<file path="config.mk">
export PLATFORM = sky130hd
export DESIGN_NAME = fifo_sync_ctrl_flat
export DESIGN_NICKNAME = d
export VERILOG_FILES = /design/src/rtl/fifo_ctrl_pkg.sv /design/src/rtl/fifo_sync_ctrl_if.sv /design/src/rtl/fifo_ptr_cnt.sv /design/src/rtl/fifo_sync_ctrl.sv /design/src/flat_wrapper.sv
export SDC_FILE = /design/constraint.sdc
export NUM_CORES = 1
export LEC_CHECK = 0
export CORE_UTILIZATION = 35
export CTS_CLUSTER_DIAMETER = 80
export DETAILED_ROUTE_END_ITERATION = 10
export SETUP_SLACK_MARGIN = 0.15
export SYNTH_ARGS = -nofsm -noshare
export SYNTH_HDL_FRONTEND = slang
export SYNTH_HIERARCHICAL = 1
export SYNTH_SLANG_ARGS = --single-unit
</file>
<file path="constraint.sdc">
create_clock -name clk_a -period 4.4 [get_ports clk_a]
set_input_delay 0.88 -clock clk_a [delete_from_list [all_inputs] [get_ports clk_a]]
set_output_delay 0.88 -clock clk_a [all_outputs]
set_load 0.01 [all_outputs]
</file>
<file path="src/rtl/fifo_ctrl_pkg.sv">
// -----------------------------------------------------------------------------
// fifo_ctrl_pkg
// Shared constants and types for the synchronous FIFO pointer/flag controller.
//   FIFO_DEPTH   - number of memory entries (power of two)
//   FIFO_ADDR_W  - memory address width, log2(FIFO_DEPTH)
//   FIFO_CNT_W   - occupancy width, able to hold 0..FIFO_DEPTH
//   fifo_ptr_t   - pointer with one extra MSB used as a wrap bit
// -----------------------------------------------------------------------------
package fifo_ctrl_pkg;

  localparam int FIFO_DEPTH  = 16;
  localparam int FIFO_ADDR_W = 4;
  localparam int FIFO_CNT_W  = 5;

  typedef logic [FIFO_ADDR_W:0]  fifo_ptr_t;
  typedef logic [FIFO_CNT_W-1:0] fifo_cnt_t;

endpackage

</file>
<file path="src/rtl/fifo_sync_ctrl_if.sv">
// -----------------------------------------------------------------------------
// fifo_sync_ctrl_if
// Bundles the user request/flag signals and the memory control signals of
// fifo_sync_ctrl.
//   slave  modport : the controller (takes requests, drives enables/flags)
//   master modport : the user side (drives requests, observes enables/flags)
// -----------------------------------------------------------------------------
interface fifo_sync_ctrl_if;
  import fifo_ctrl_pkg::*;

  logic                   wr_req_i;
  logic                   rd_req_i;
  logic                   clr_err_i;
  logic                   mem_wr_en_o;
  logic [FIFO_ADDR_W-1:0] mem_wr_ptr_o;
  logic                   mem_rd_en_o;
  logic [FIFO_ADDR_W-1:0] mem_rd_ptr_o;
  logic                   rd_valid_o;
  logic                   full_o;
  logic                   empty_o;
  fifo_cnt_t              count_o;
  logic                   overflow_o;
  logic                   underflow_o;
  logic                   almost_full_o;
  logic                   almost_empty_o;

  modport slave (
    input  wr_req_i, rd_req_i, clr_err_i,
    output mem_wr_en_o, mem_wr_ptr_o, mem_rd_en_o, mem_rd_ptr_o, rd_valid_o,
           full_o, empty_o, count_o, overflow_o, underflow_o,
           almost_full_o, almost_empty_o
  );

  modport master (
    output wr_req_i, rd_req_i, clr_err_i,
    input  mem_wr_en_o, mem_wr_ptr_o, mem_rd_en_o, mem_rd_ptr_o, rd_valid_o,
           full_o, empty_o, count_o, overflow_o, underflow_o,
           almost_full_o, almost_empty_o
  );

endinterface

</file>
<file path="src/rtl/fifo_ptr_cnt.sv">
// -----------------------------------------------------------------------------
// fifo_ptr_cnt
// Wrap-bit pointer: increments by one when en_i is high, wrapping naturally
// through the extra MSB. Synchronous active-high reset to zero.
//   clk_a  - clock
//   rst_i  - synchronous active-high reset
//   en_i   - advance pointer this cycle
//   ptr_o  - registered pointer (address bits plus wrap bit)
// -----------------------------------------------------------------------------
module fifo_ptr_cnt
  import fifo_ctrl_pkg::*;
(
  input  logic      clk_a,
  input  logic      rst_i,
  input  logic      en_i,
  output fifo_ptr_t ptr_o
);

  fifo_ptr_t ptr_q, ptr_d;

  always_comb begin
    ptr_d = ptr_q;
    if (en_i) ptr_d = ptr_q + fifo_ptr_t'(1);
  end

  always_ff @(posedge clk_a) begin
    if (rst_i) ptr_q <= '0;
    else       ptr_q <= ptr_d;
  end

  assign ptr_o = ptr_q;

endmodule

</file>
<file path="src/rtl/fifo_sync_ctrl.sv">
// -----------------------------------------------------------------------------
// fifo_sync_ctrl
// Pointer/flag controller for a single-clock FIFO memory. Only control passes
// through here; write and read data go straight between user and memory.
//   clk_a  - single clock
//   rst_i  - synchronous active-high reset
//   bus    - fifo_sync_ctrl_if.slave: requests/clear in; memory enables and
//            addresses, rd_valid, full/empty, count, sticky errors and the
//            almost flags out
// Optional build macro FIFO_ALMOST_FLAGS_EN enables registered almost_full /
// almost_empty flags; without it both outputs are tied low.
// -----------------------------------------------------------------------------
module fifo_sync_ctrl
  import fifo_ctrl_pkg::*;
#(
  parameter int DEPTH     = FIFO_DEPTH,
  parameter int ADDR_W    = FIFO_ADDR_W
`ifdef FIFO_ALMOST_FLAGS_EN
  ,
  parameter int AF_THRESH = 14,
  parameter int AE_THRESH = 2
`endif
)(
  input  logic             clk_a,
  input  logic             rst_i,
  fifo_sync_ctrl_if.slave  bus
);

  localparam fifo_cnt_t DEPTH_C = fifo_cnt_t'(DEPTH);

  // Index 0 is the write pointer, index 1 the read pointer.
  fifo_ptr_t ptr_w  [2];
  logic      ptr_en [2];

  logic      wa, ra;
  fifo_cnt_t count_cur, count_d;
  logic      full_q, full_d, empty_q, empty_d;
  logic      rd_valid_q;
  logic      ovf_q, ovf_d, unf_q, unf_d;

  // Accepts are gated by reset so no memory access escapes while rst_i is high.
  assign wa = bus.wr_req_i & ~full_q  & ~rst_i;
  assign ra = bus.rd_req_i & ~empty_q & ~rst_i;

  assign ptr_en[0] = wa;
  assign ptr_en[1] = ra;

  generate
    for (genvar gi = 0; gi < 2; gi++) begin : g_ptr
      fifo_ptr_cnt u_ptr (
        .clk_a (clk_a),
        .rst_i (rst_i),
        .en_i  (ptr_en[gi]),
        .ptr_o (ptr_w[gi])
      );
    end
  endgenerate

  // Occupancy is the wrap-aware pointer difference; the extra MSB makes a
  // full FIFO (same address, different wrap bit) read as DEPTH, not 0.
  assign count_cur = ptr_w[0] - ptr_w[1];

  always_comb begin
    count_d = count_cur;
    unique case ({wa, ra})
      2'b10:   count_d = count_cur + fifo_cnt_t'(1);
      2'b01:   count_d = count_cur - fifo_cnt_t'(1);
      default: count_d = count_cur;
    endcase
    full_d  = (count_d == DEPTH_C);
    empty_d = (count_d == '0);
    // Setting wins over a coincident clear.
    ovf_d   = (bus.wr_req_i & full_q)  | (ovf_q & ~bus.clr_err_i);
    unf_d   = (bus.rd_req_i & empty_q) | (unf_q & ~bus.clr_err_i);
  end

  always_ff @(posedge clk_a) begin
    if (rst_i) begin
      full_q     <= 1'b0;
      empty_q    <= 1'b1;
      rd_valid_q <= 1'b0;
      ovf_q      <= 1'b0;
      unf_q      <= 1'b0;
    end else begin
      full_q     <= full_d;
      empty_q    <= empty_d;
      rd_valid_q <= ra;
      ovf_q      <= ovf_d;
      unf_q      <= unf_d;
    end
  end

`ifdef FIFO_ALMOST_FLAGS_EN
  localparam fifo_cnt_t AF_C = fifo_cnt_t'(AF_THRESH);
  localparam fifo_cnt_t AE_C = fifo_cnt_t'(AE_THRESH);

  logic af_q, ae_q;

  always_ff @(posedge clk_a) begin
    if (rst_i) begin
      af_q <= 1'b0;
      ae_q <= 1'b1;
    end else begin
      af_q <= (count_d >= AF_C);
      ae_q <= (count_d <= AE_C);
    end
  end

  assign bus.almost_full_o  = af_q;
  assign bus.almost_empty_o = ae_q;
`else
  assign bus.almost_full_o  = 1'b0;
  assign bus.almost_empty_o = 1'b0;
`endif

  assign bus.mem_wr_en_o  = wa;
  assign bus.mem_rd_en_o  = ra;
  assign bus.mem_wr_ptr_o = ptr_w[0][ADDR_W-1:0];
  assign bus.mem_rd_ptr_o = ptr_w[1][ADDR_W-1:0];
  assign bus.rd_valid_o   = rd_valid_q;
  assign bus.full_o       = full_q;
  assign bus.empty_o      = empty_q;
  assign bus.count_o      = count_cur;
  assign bus.overflow_o   = ovf_q;
  assign bus.underflow_o  = unf_q;

endmodule

</file>
<file path="src/flat_wrapper.sv">
// flat-port wrapper written by rule: the top's interface ports become plain ports
module fifo_sync_ctrl_flat import fifo_ctrl_pkg::*;
#(
  parameter int DEPTH     = FIFO_DEPTH,
  parameter int ADDR_W    = FIFO_ADDR_W

)
  (clk_a, rst_i, bus_wr_req_i, bus_rd_req_i, bus_clr_err_i, bus_mem_wr_en_o, bus_mem_wr_ptr_o, bus_mem_rd_en_o, bus_mem_rd_ptr_o, bus_rd_valid_o, bus_full_o, bus_empty_o, bus_count_o, bus_overflow_o, bus_underflow_o, bus_almost_full_o, bus_almost_empty_o);
  fifo_sync_ctrl_if bus_i ();
  input  logic clk_a;
  input  logic rst_i;
  input wire logic [$bits(bus_i.wr_req_i)-1:0] bus_wr_req_i;
  input wire logic [$bits(bus_i.rd_req_i)-1:0] bus_rd_req_i;
  input wire logic [$bits(bus_i.clr_err_i)-1:0] bus_clr_err_i;
  output wire logic [$bits(bus_i.mem_wr_en_o)-1:0] bus_mem_wr_en_o;
  output wire logic [$bits(bus_i.mem_wr_ptr_o)-1:0] bus_mem_wr_ptr_o;
  output wire logic [$bits(bus_i.mem_rd_en_o)-1:0] bus_mem_rd_en_o;
  output wire logic [$bits(bus_i.mem_rd_ptr_o)-1:0] bus_mem_rd_ptr_o;
  output wire logic [$bits(bus_i.rd_valid_o)-1:0] bus_rd_valid_o;
  output wire logic [$bits(bus_i.full_o)-1:0] bus_full_o;
  output wire logic [$bits(bus_i.empty_o)-1:0] bus_empty_o;
  output wire logic [$bits(bus_i.count_o)-1:0] bus_count_o;
  output wire logic [$bits(bus_i.overflow_o)-1:0] bus_overflow_o;
  output wire logic [$bits(bus_i.underflow_o)-1:0] bus_underflow_o;
  output wire logic [$bits(bus_i.almost_full_o)-1:0] bus_almost_full_o;
  output wire logic [$bits(bus_i.almost_empty_o)-1:0] bus_almost_empty_o;
  assign bus_i.wr_req_i = bus_wr_req_i;
  assign bus_i.rd_req_i = bus_rd_req_i;
  assign bus_i.clr_err_i = bus_clr_err_i;
  assign bus_mem_wr_en_o = bus_i.mem_wr_en_o;
  assign bus_mem_wr_ptr_o = bus_i.mem_wr_ptr_o;
  assign bus_mem_rd_en_o = bus_i.mem_rd_en_o;
  assign bus_mem_rd_ptr_o = bus_i.mem_rd_ptr_o;
  assign bus_rd_valid_o = bus_i.rd_valid_o;
  assign bus_full_o = bus_i.full_o;
  assign bus_empty_o = bus_i.empty_o;
  assign bus_count_o = bus_i.count_o;
  assign bus_overflow_o = bus_i.overflow_o;
  assign bus_underflow_o = bus_i.underflow_o;
  assign bus_almost_full_o = bus_i.almost_full_o;
  assign bus_almost_empty_o = bus_i.almost_empty_o;
  fifo_sync_ctrl #(.DEPTH(DEPTH), .ADDR_W(ADDR_W)) u_core (.clk_a(clk_a), .rst_i(rst_i), .bus(bus_i));
endmodule
</file>
==> flow_metrics.env, run 1 <==
export IMPL_outcome="finished clean"
export IMPL_fin_tns_setup_ps=0
export IMPL_postCtsSetupRepairBufs=0
export IMPL_wl_um=2360
export IMPL_clockBufferDepth=2
export IMPL_routabilityCongestion=0.893
export IMPL_synth_cell_type_count=44
export IMPL_areaGrowthSynthToFinish_pct=25.1
export IMPL_setup_viol=0
export IMPL_max_freq_ghz=0.278
export IMPL_drt_vias_per_instance=4.95
export IMPL_timing_final_crit_share_pct=81.9
export IMPL_n_fill_cell=297
export IMPL_grt_setup_unrepaired="false"
export IMPL_cts_hold_buffers_added=0
export IMPL_final_max_slew_violation_count=0
export IMPL_finalPower_mw=0.350
export IMPL_worst_path_most_repeated_cell="clkdlybuf4s50_1"
export IMPL_io_pins=27
export IMPL_yosysTopAreaCell="dfxtp_1"
export IMPL_worstPathCellList="clkdlybuf4s50_1, nand2b_1, or2_1, inv_1, clkdlybuf4s50_1"
export IMPL_dpl_hpwl_um=1750
export IMPL_endpoint_kind="primary output"
export IMPL_stdcell_count=187
export IMPL_wl_per_cell_um=12.6
export IMPL_grt_pass1_wl_um=3840
export IMPL_clk_latency_ps=290
export IMPL_die_area_mm2=0.00348
export IMPL_drc=0
export IMPL_clkTransAtPathRegs_ps=100
export IMPL_place_worst_setup_slack_ps=764
export IMPL_timing_final_ws_setup_ps=798
export IMPL_initial_core_util_pct=36.9
export IMPL_grt_max_degree=18
export IMPL_synth_ff_type="dfxtp_1"
export IMPL_crit_path_start_kind="primary input"
export IMPL_reg2reg_from="u_core/g_ptr[0].u_ptr/ptr_o[0]"
export IMPL_multi_input_area_um2=746
export IMPL_cts_root_buffer="clkbuf_4"
export IMPL_cp_max_fo=9
export IMPL_reg2reg_depth=12
export IMPL_ys_seq_elements=15
export IMPL_avgSynthCellArea_um2=9.63
export IMPL_ctsResizeCount=0
export IMPL_crit_required_ps=3520
export IMPL_synth_top_cell_area_share_pct=26.4
export IMPL_num_vias=926
export IMPL_cts_sinks=15
export IMPL_numCtsBuffers=3
export IMPL_die_w_um=59.0
export IMPL_drive_gt1_share_pct=15.4
export IMPL_timing_rr_end="u_core/bus.empty_o"
export IMPL_core_mm2=0.00308
export IMPL_dr_pass1_iters=4
export IMPL_worst_hold_startpoint="u_core/bus.overflow_o"
export IMPL_grt_overflow=0
export IMPL_arrival_ps=2720
export IMPL_whs_ps=516
export IMPL_cpMaxStageDelayCell="clkdlybuf4s50_1"
export IMPL_vdd_ir_drop_worst_mv=0.103
export IMPL_yosysWarningCount=6
export IMPL_crit_family="buffers and inverters"
export IMPL_h_tree_depth=1
export IMPL_io_buffers=24
export IMPL_r2r_slack_ps=1300
export IMPL_cts_tree="done"
export IMPL_fin_nets=158
export IMPL_area_sequential_um2=300
export IMPL_cp_buffers_inverters=3
export IMPL_hold_class="flip-flop to flip-flop"
export IMPL_worstHoldPathCells=2
export IMPL_hold_end="u_core/bus.overflow_o"
export IMPL_synthTopCellsByArea="dfxtp_1 26%, ha_1 8.8%, mux2_4 5.3%, xnor2_1 4.6%, nand4_2 4.4%"
export IMPL_synthesis_area_mm2=0.00114
export IMPL_first_iter_violations=38
export IMPL_ant_nets=0
export IMPL_num_antenna_cells=0
export IMPL_antenna_found_initial=0
export IMPL_synth_edf_count=0
export IMPL_max_cap_viol_count=0
export IMPL_grt_usage_pct=14.7
export IMPL_fin_crit_ps=3600
export IMPL_grt_pass1_vias=880
export IMPL_cp_slowest_stage_delay_ps=600
export IMPL_worstSetupPathType="primary input to primary output"
export IMPL_rows=20
export IMPL_synth_seq_area_share_pct=26.4
export IMPL_fin_skew_ps=5.93
export IMPL_die_y_um=59.0
export IMPL_cellPowerDensity_mw_per_mm2=247
export IMPL_hold_viol_final=0
export IMPL_synthCells=118
export IMPL_place_inst=183
export IMPL_async_reset_ff_share_pct=0
export IMPL_p_leak_nw=0.600
-- per-stage QoR --
step / util (%) / instance area [um^2]
after floorplan: - / 1140
after global placement: 45.3 / 1390
after detailed placement: 45.3 / 1390
after CTS: 46.2 / 1420
after global routing: 46.2 / 1420
final: 46.2 / 1420
-- power by group --
group	switching, mW	total, mW	internal (mW)
logic	0.0573	0.116	0.0590
registers	0.00862	0.151	0.142
clock network	0.0495	0.0833	0.0338
total	0.115	0.350	0.235
-- worst reg2reg max path, stage by stage (launching register included) --
cell and delay [ps]:
dfxtp_1 450, inv_1 70, ha_1 210, inv_1 70, fa_1 500, xnor2_1 180
ha_1 190, a21oi_1 300, and4_2 270, o21a_1 130, a221oi_1 60, or3_1 370
a31o_1 220
-- synth_stat cells, types with 4 or more instances --
cell type,count
mux2_4,4
xnor2_1,6
nor2_1,11
inv_1,9
a21oi_1,6
dfxtp_1,15
nand4_2,4
ha_1,8
nor2b_1,6
-- registers in the layout, indices dropped and copies added, names as in the netlist --
signal,cells
u_core/bus.rd_valid_o,1
u_core/bus.underflow_o,1
u_core/bus.empty_o,1
u_core/bus.overflow_o,1
u_core/g_ptr.u_ptr/ptr_o,10
u_core/bus.full_o,1
-- worst max-delay path by stage --
stage | to | startpoint | cells after the start
2_1_floorplan | u_core/bus.empty_o | rst_i | 11
6_report | bus_mem_wr_en_o | bus_wr_req_i | 5
3_5_place_dp | u_core/bus.empty_o | rst_i | 11
4_1_cts | bus_mem_wr_en_o | bus_wr_req_i | 5
3_3_place_gp | u_core/bus.empty_o | rst_i | 11
5_1_grt | bus_mem_wr_en_o | bus_wr_req_i | 5
-- area by class of cell --
cell class                      count  share of cell area [%]
Clock buffer                        3                    1.58
Clock inverter                      1                   0.352
Inverter                           10                    2.64
Multi-Input combinational cell     88                    52.5
Sequential cell                    15                    21.1
Tap cell                           44                    3.87
Timing Repair Buffer               26                    18.0
-- routing by layer --
layer | track usage, % | part of all wire, % | vias to the layer above
met2 | 24.8 | 46 | 37
met3 | 2.18 | 7.0 | 2
met4 | 7.48 | 0.42 | 0
met5 | 0 | 0 | -
met1 | 18.1 | 47 | 417
li1 | - | - | 470
-- cell families (layout without fill, tap and decap cells) --
kind of cell / after synthesis / in the layout / synth area share [%]
AND/OR/NAND/NOR: 39 / 39 / 23.9
AO/OA/AOI/OAI: 23 / 23 / 15.2
buffers and inverters: 16 / 40 / 8.26
flip-flops: 15 / 15 / 26.4
adder cells (fa/ha/maj): 9 / 9 / 10.6
XOR/XNOR: 9 / 9 / 8.26
multiplexers: 6 / 6 / 7.05
other: 1 / 2 / 0.330
-- placed cells by master (no fill, tap or decap), drive strengths merged, types with 2 or more instances in the layout --
cell type,count
nand4,7
buf,2
mux2,4
dfxtp,15
nor2b,6
a21oi,6
a21bo,2
nor2,11
nand3b,3
mux2i,2
ha,8
clkdlybuf4s50,24
clkbuf,3
inv,10
conb,2
nor3b,4
a22oi,2
xnor2,8
No activity file was read; power rests on OpenSTA's default activity.
==> inputs of run 2 (changes only) <==
- clock period: 4.4 -> 3.11 ns (I/O delays scaled with it)
==> flow_metrics.env, run 2 (synthesis gave the netlist of run 1 again) <==
export IMPL_crit_family="buffers and inverters"
export IMPL_wl_um=2420
export IMPL_final_max_slew_violation_count=0
export IMPL_die_w_um=59.0
export IMPL_drt_vias_per_instance=5.02
export IMPL_num_vias=979
export IMPL_multi_input_area_um2=774
export IMPL_fin_skew_ps=3.41
export IMPL_grt_usage_pct=14.6
export IMPL_cp_slowest_stage_delay_ps=560
export IMPL_max_cap_viol_count=0
export IMPL_grt_pass1_vias=890
export IMPL_clk_latency_ps=280
export IMPL_worstHoldPathCells=2
export IMPL_place_worst_setup_slack_ps=-145
export IMPL_io_pins=27
export IMPL_cts_hold_buffers_added=0
export IMPL_num_antenna_cells=0
export IMPL_worstSetupPathType="flip-flop to primary output"
export IMPL_arrival_ps=2270
export IMPL_h_tree_depth=1
export IMPL_outcome="finished clean"
export IMPL_cellPowerDensity_mw_per_mm2=334
export IMPL_endpoint_kind="primary output"
export IMPL_numCtsBuffers=3
export IMPL_timing_final_ws_setup_ps=220
export IMPL_clockBufferDepth=2
export IMPL_ant_nets=0
export IMPL_reg2reg_from="u_core/g_ptr[1].u_ptr/ptr_o[0]"
export IMPL_first_iter_violations=23
export IMPL_timing_final_crit_share_pct=92.9
export IMPL_die_y_um=59.0
export IMPL_whs_ps=506
export IMPL_io_buffers=24
export IMPL_drc=0
export IMPL_p_leak_nw=0.650
export IMPL_cp_max_fo=6
export IMPL_hold_class="flip-flop to flip-flop"
export IMPL_area_sequential_um2=302
export IMPL_fin_crit_ps=2890
export IMPL_die_area_mm2=0.00348
export IMPL_largest_reg_flops=10
export IMPL_dpl_hpwl_um=1900
export IMPL_n_fill_cell=310
export IMPL_fin_nets=166
export IMPL_final_area_mm2=0.00151
export IMPL_grt_setup_unrepaired="true"
export IMPL_reg2reg_depth=11
export IMPL_final_common_cell="clkdlybuf4s50_1"
export IMPL_placed_area_mm2=0.00145
export IMPL_cts_tree="done"
export IMPL_cts_sinks=15
export IMPL_vdd_ir_drop_worst_mv=0.201
export IMPL_rows=20
export IMPL_cpMaxStageDelayCell="clkdlybuf4s50_1"
export IMPL_postCtsSetupRepairBufs=0
export IMPL_hold_viol_final=0
export IMPL_dr_pass1_iters=4
export IMPL_antenna_found_initial=0
export IMPL_crit_path_start_kind="flip-flop"
export IMPL_routabilityCongestion=0.916
export IMPL_grt_max_degree=15
export IMPL_fin_tns_setup_ps=0
export IMPL_core_mm2=0.00308
export IMPL_areaGrowthSynthToFinish_pct=32.9
export IMPL_grt_pass1_wl_um=3850
export IMPL_clkTransAtPathRegs_ps=90
export IMPL_initial_core_util_pct=36.9
export IMPL_grt_overflow=0
export IMPL_worstPathCellList="inv_1, ha_1, a21oi_1, and3b_1, nor2_4, clkdlybuf4s50_1"
export IMPL_setup_viol=0
export IMPL_hold_end="u_core/bus.overflow_o"
export IMPL_mostFrequentLayoutCells="23 x clkdlybuf4s50_1, 14 x dfxtp_1, 10 x buf_4, 10 x nor2_1, 9 x inv_1"
export IMPL_crit_required_ps=2490
export IMPL_timing_rr_end="u_core/bus.empty_o"
export IMPL_max_freq_ghz=0.346
export IMPL_drive_gt1_share_pct=22.5
export IMPL_r2r_slack_ps=250
export IMPL_worst_hold_startpoint="u_core/bus.overflow_o"
export IMPL_cp_buffers_inverters=2
export IMPL_finalPower_mw=0.504
export IMPL_wl_per_cell_um=12.4
export IMPL_cts_root_buffer="clkbuf_4"
## run 2: where the power goes
| part | internal [mW] | switching [mW] | leakage (nW) |
|---|---|---|---|
| Sequential | 0.201 | 0.00949 | 0.122 |
| Clock | 0.0477 | 0.0639 | 0.0177 |
| Combinational | 0.0934 | 0.0880 | 0.510 |
| Total | 0.342 | 0.161 | 0.650 |
## run 2: worst max-delay path by stage
stage | endpoint | startpoint | cells past startpoint | slack, ps
after CTS | u_core/bus.empty_o | rst_i | 10 | 160
after global routing | u_core/bus.empty_o | u_core/g_ptr[0].u_ptr/ptr_o[0] | 12 | 80
after floorplan | u_core/bus.empty_o | u_core/g_ptr[0].u_ptr/ptr_o[0] | 12 | 180
final | bus_count_o[3] | u_core/g_ptr[1].u_ptr/ptr_o[2] | 6 | 220
after detailed placement | u_core/bus.empty_o | rst_i | 10 | -150
after global placement | u_core/bus.empty_o | rst_i | 10 | -90
## run 2: tightest hold or removal path, stage by stage (launching register included)
cell	delay (ps)
dfxtp_1	330
a22oi_1	70
nor2_1	80
## run 2: stage by stage
step | instances | util [%]
6_report | 195 | 49.1
5_1_grt | 195 | 49.1
4_1_cts | 195 | 48.2
3_5_place_dp | 191 | 47.2
3_3_place_gp | 191 | 47.2
2_1_floorplan | 119 | -
## run 2: cell type report
| class | count | area share, % |
|---|---|---|
| clock buffers | 3 | 1.49 |
| clock inverters | 1 | 0.331 |
| inverters | 10 | 2.49 |
| multi-input cells | 88 | 51.3 |
| flip-flops and latches | 15 | 20.0 |
| well taps | 44 | 3.65 |
| repair buffers | 34 | 20.8 |
## run 2: layer usage
layer,track usage (%),routed length [um],share of wire [%]
met1,18.1,1120,46
met2,24.8,1130,47
met3,4.37,151,6.2
met4,3.06,18,0.74
met5,0,0,0
## run 2: what timing repair did
action                     CTS  global route
gates resized for setup      2             5
setup endpoints to repair    2             4
pin swaps                    0             2
==> inputs of run 3 (changes only) <==
- CORE_MARGIN: not set -> 1.5
- clock period: 3.11 -> 3.1 ns (I/O delays scaled with it)
==> flow_metrics.env, run 3 (synthesis gave the netlist of run 1 again) <==
export IMPL_die_area_mm2=0.00360
export IMPL_drc=0
export IMPL_critPathLaunch="rst_i"
export IMPL_wl_per_cell_um=13.2
export IMPL_crit_path_start_kind="primary input"
export IMPL_cts_hold_buffers_added=0
export IMPL_grt_usage_pct=15.3
export IMPL_n_fill_cell=311
export IMPL_grt_max_degree=15
export IMPL_r2r_slack_ps=230
export IMPL_max_freq_ghz=0.343
export IMPL_fin_crit_ps=2920
export IMPL_grt_pass1_wl_um=4180
export IMPL_grt_setup_unrepaired="true"
export IMPL_largest_reg_flops=10
export IMPL_core_mm2=0.00308
export IMPL_max_cap_viol_count=0
export IMPL_clockBufferDepth=2
export IMPL_fin_skew_ps=0.623
export IMPL_numCtsBuffers=3
export IMPL_outcome="finished clean"
export IMPL_clkTransAtPathRegs_ps=90
export IMPL_grt_overflow=0
export IMPL_crit_required_ps=3280
export IMPL_clk_latency_ps=280
export IMPL_hold_viol_final=0
export IMPL_timing_final_crit_share_pct=94.1
export IMPL_cts_tree="done"
export IMPL_fin_tns_setup_ps=0
export IMPL_vdd_ir_drop_worst_mv=0.146
export IMPL_setup_viol=0
export IMPL_fin_nets=168
export IMPL_final_common_cell="clkdlybuf4s50_1"
export IMPL_routabilityCongestion=0.860
export IMPL_dpl_hpwl_um=1940
export IMPL_die_y_um=60.0
export IMPL_ant_nets=0
export IMPL_crit_end="u_core/bus.empty_o"
export IMPL_timing_rr_end="u_core/bus.empty_o"
export IMPL_io_pins=27
export IMPL_initial_core_util_pct=36.9
export IMPL_dr_pass1_iters=4
export IMPL_areaGrowthSynthToFinish_pct=35.4
export IMPL_cts_root_buffer="clkbuf_4"
export IMPL_die_w_um=60.0
export IMPL_io_buffers=24
export IMPL_final_area_mm2=0.00154
export IMPL_placed_area_mm2=0.00145
export IMPL_num_vias=1003
export IMPL_p_leak_nw=0.657
export IMPL_cp_max_fo=5
export IMPL_reg2reg_from="u_core/g_ptr[0].u_ptr/ptr_o[0]"
export IMPL_endpoint_kind="flip-flop"
export IMPL_final_max_slew_violation_count=0
export IMPL_reg2reg_depth=12
export IMPL_rows=20
export IMPL_cellPowerDensity_mw_per_mm2=336
export IMPL_grt_pass1_vias=986
export IMPL_hold_class="flip-flop to flip-flop"
export IMPL_h_tree_depth=1
export IMPL_cts_sinks=15
export IMPL_antenna_found_initial=0
export IMPL_drt_vias_per_instance=5.09
export IMPL_worstSetupPathType="primary input to flip-flop"
export IMPL_arrival_ps=3100
export IMPL_num_antenna_cells=0
export IMPL_mostFrequentLayoutCells="23 x clkdlybuf4s50_1, 14 x dfxtp_1, 12 x buf_4"
export IMPL_wl_um=2590
export IMPL_first_iter_violations=30
export IMPL_drive_gt1_share_pct=26.1
-- run 3: metrics by stage --
stage          total power, mW  worst slack [ps]  std cells  util (%)  hold WS (ps)
3_5_place_dp             0.393              -171        191      47.2           494
2_1_floorplan            0.325               169        119         -           530
6_report                 0.516               184        197      50.0           511
4_1_cts                  0.510               180        195      48.3           522
3_3_place_gp             0.391              -152        191      47.2           472
5_1_grt                  0.549               104        197      50.0           563
-- run 3: cell type report --
class	instances	area (um^2)	share of cell area, %
clock inverters	1	5.00	0.325
repair buffers	36	330	21.5
flip-flops and latches	15	302	19.6
clock buffers	3	22.5	1.46
multi-input cells	88	786	51.1
well taps	44	55.1	3.58
inverters	10	37.5	2.44
-- run 3: worst min-delay path by stage --
stage / cells after the start / slack (ps) / from / end
after detailed placement: 2 / 490 / u_core/bus.underflow_o / u_core/bus.underflow_o
after CTS: 2 / 520 / u_core/bus.underflow_o / u_core/bus.underflow_o
after global routing: 2 / 560 / u_core/bus.underflow_o / u_core/bus.underflow_o
final: 2 / 510 / u_core/bus.underflow_o / u_core/bus.underflow_o
after global placement: 2 / 470 / u_core/bus.overflow_o / u_core/bus.overflow_o
after floorplan: 2 / 530 / u_core/bus.overflow_o / u_core/bus.overflow_o
-- run 3: timing repair --
action                                  in CTS  in global routing
endpoints found under the setup margin       3                  5
buffers inserted                             0                  2
cloned                                       0                  0
pin swaps                                    0                  2
gates resized for setup                      4                  7
-- run 3: metal layers --
| metal | track usage [%] | wire [um] | up-vias |
|---|---|---|---|
| li1 | - | - | 489 |
| met1 | 18.3 | 1170 | 479 |
| met2 | 27.8 | 1280 | 33 |
| met3 | 2.38 | 129 | 2 |
| met4 | 4.76 | 16 | 0 |
| met5 | 0 | 0 | - |
-- run 3: worst max-delay path: stages --
cell and delay (ps):
clkdlybuf4s50_1 510, buf_4 200, or2_1 260, ha_1 240, a21oi_2 230, and4_2 260, o21a_1 150, a221oi_2 50
or3_1 350, a31o_1 220
-- run 3: where the power goes --
group	switching [mW]	internal [mW]	total, mW
combinational	0.0922	0.0988	0.191
clock	0.0659	0.0479	0.114
sequential	0.00930	0.202	0.211
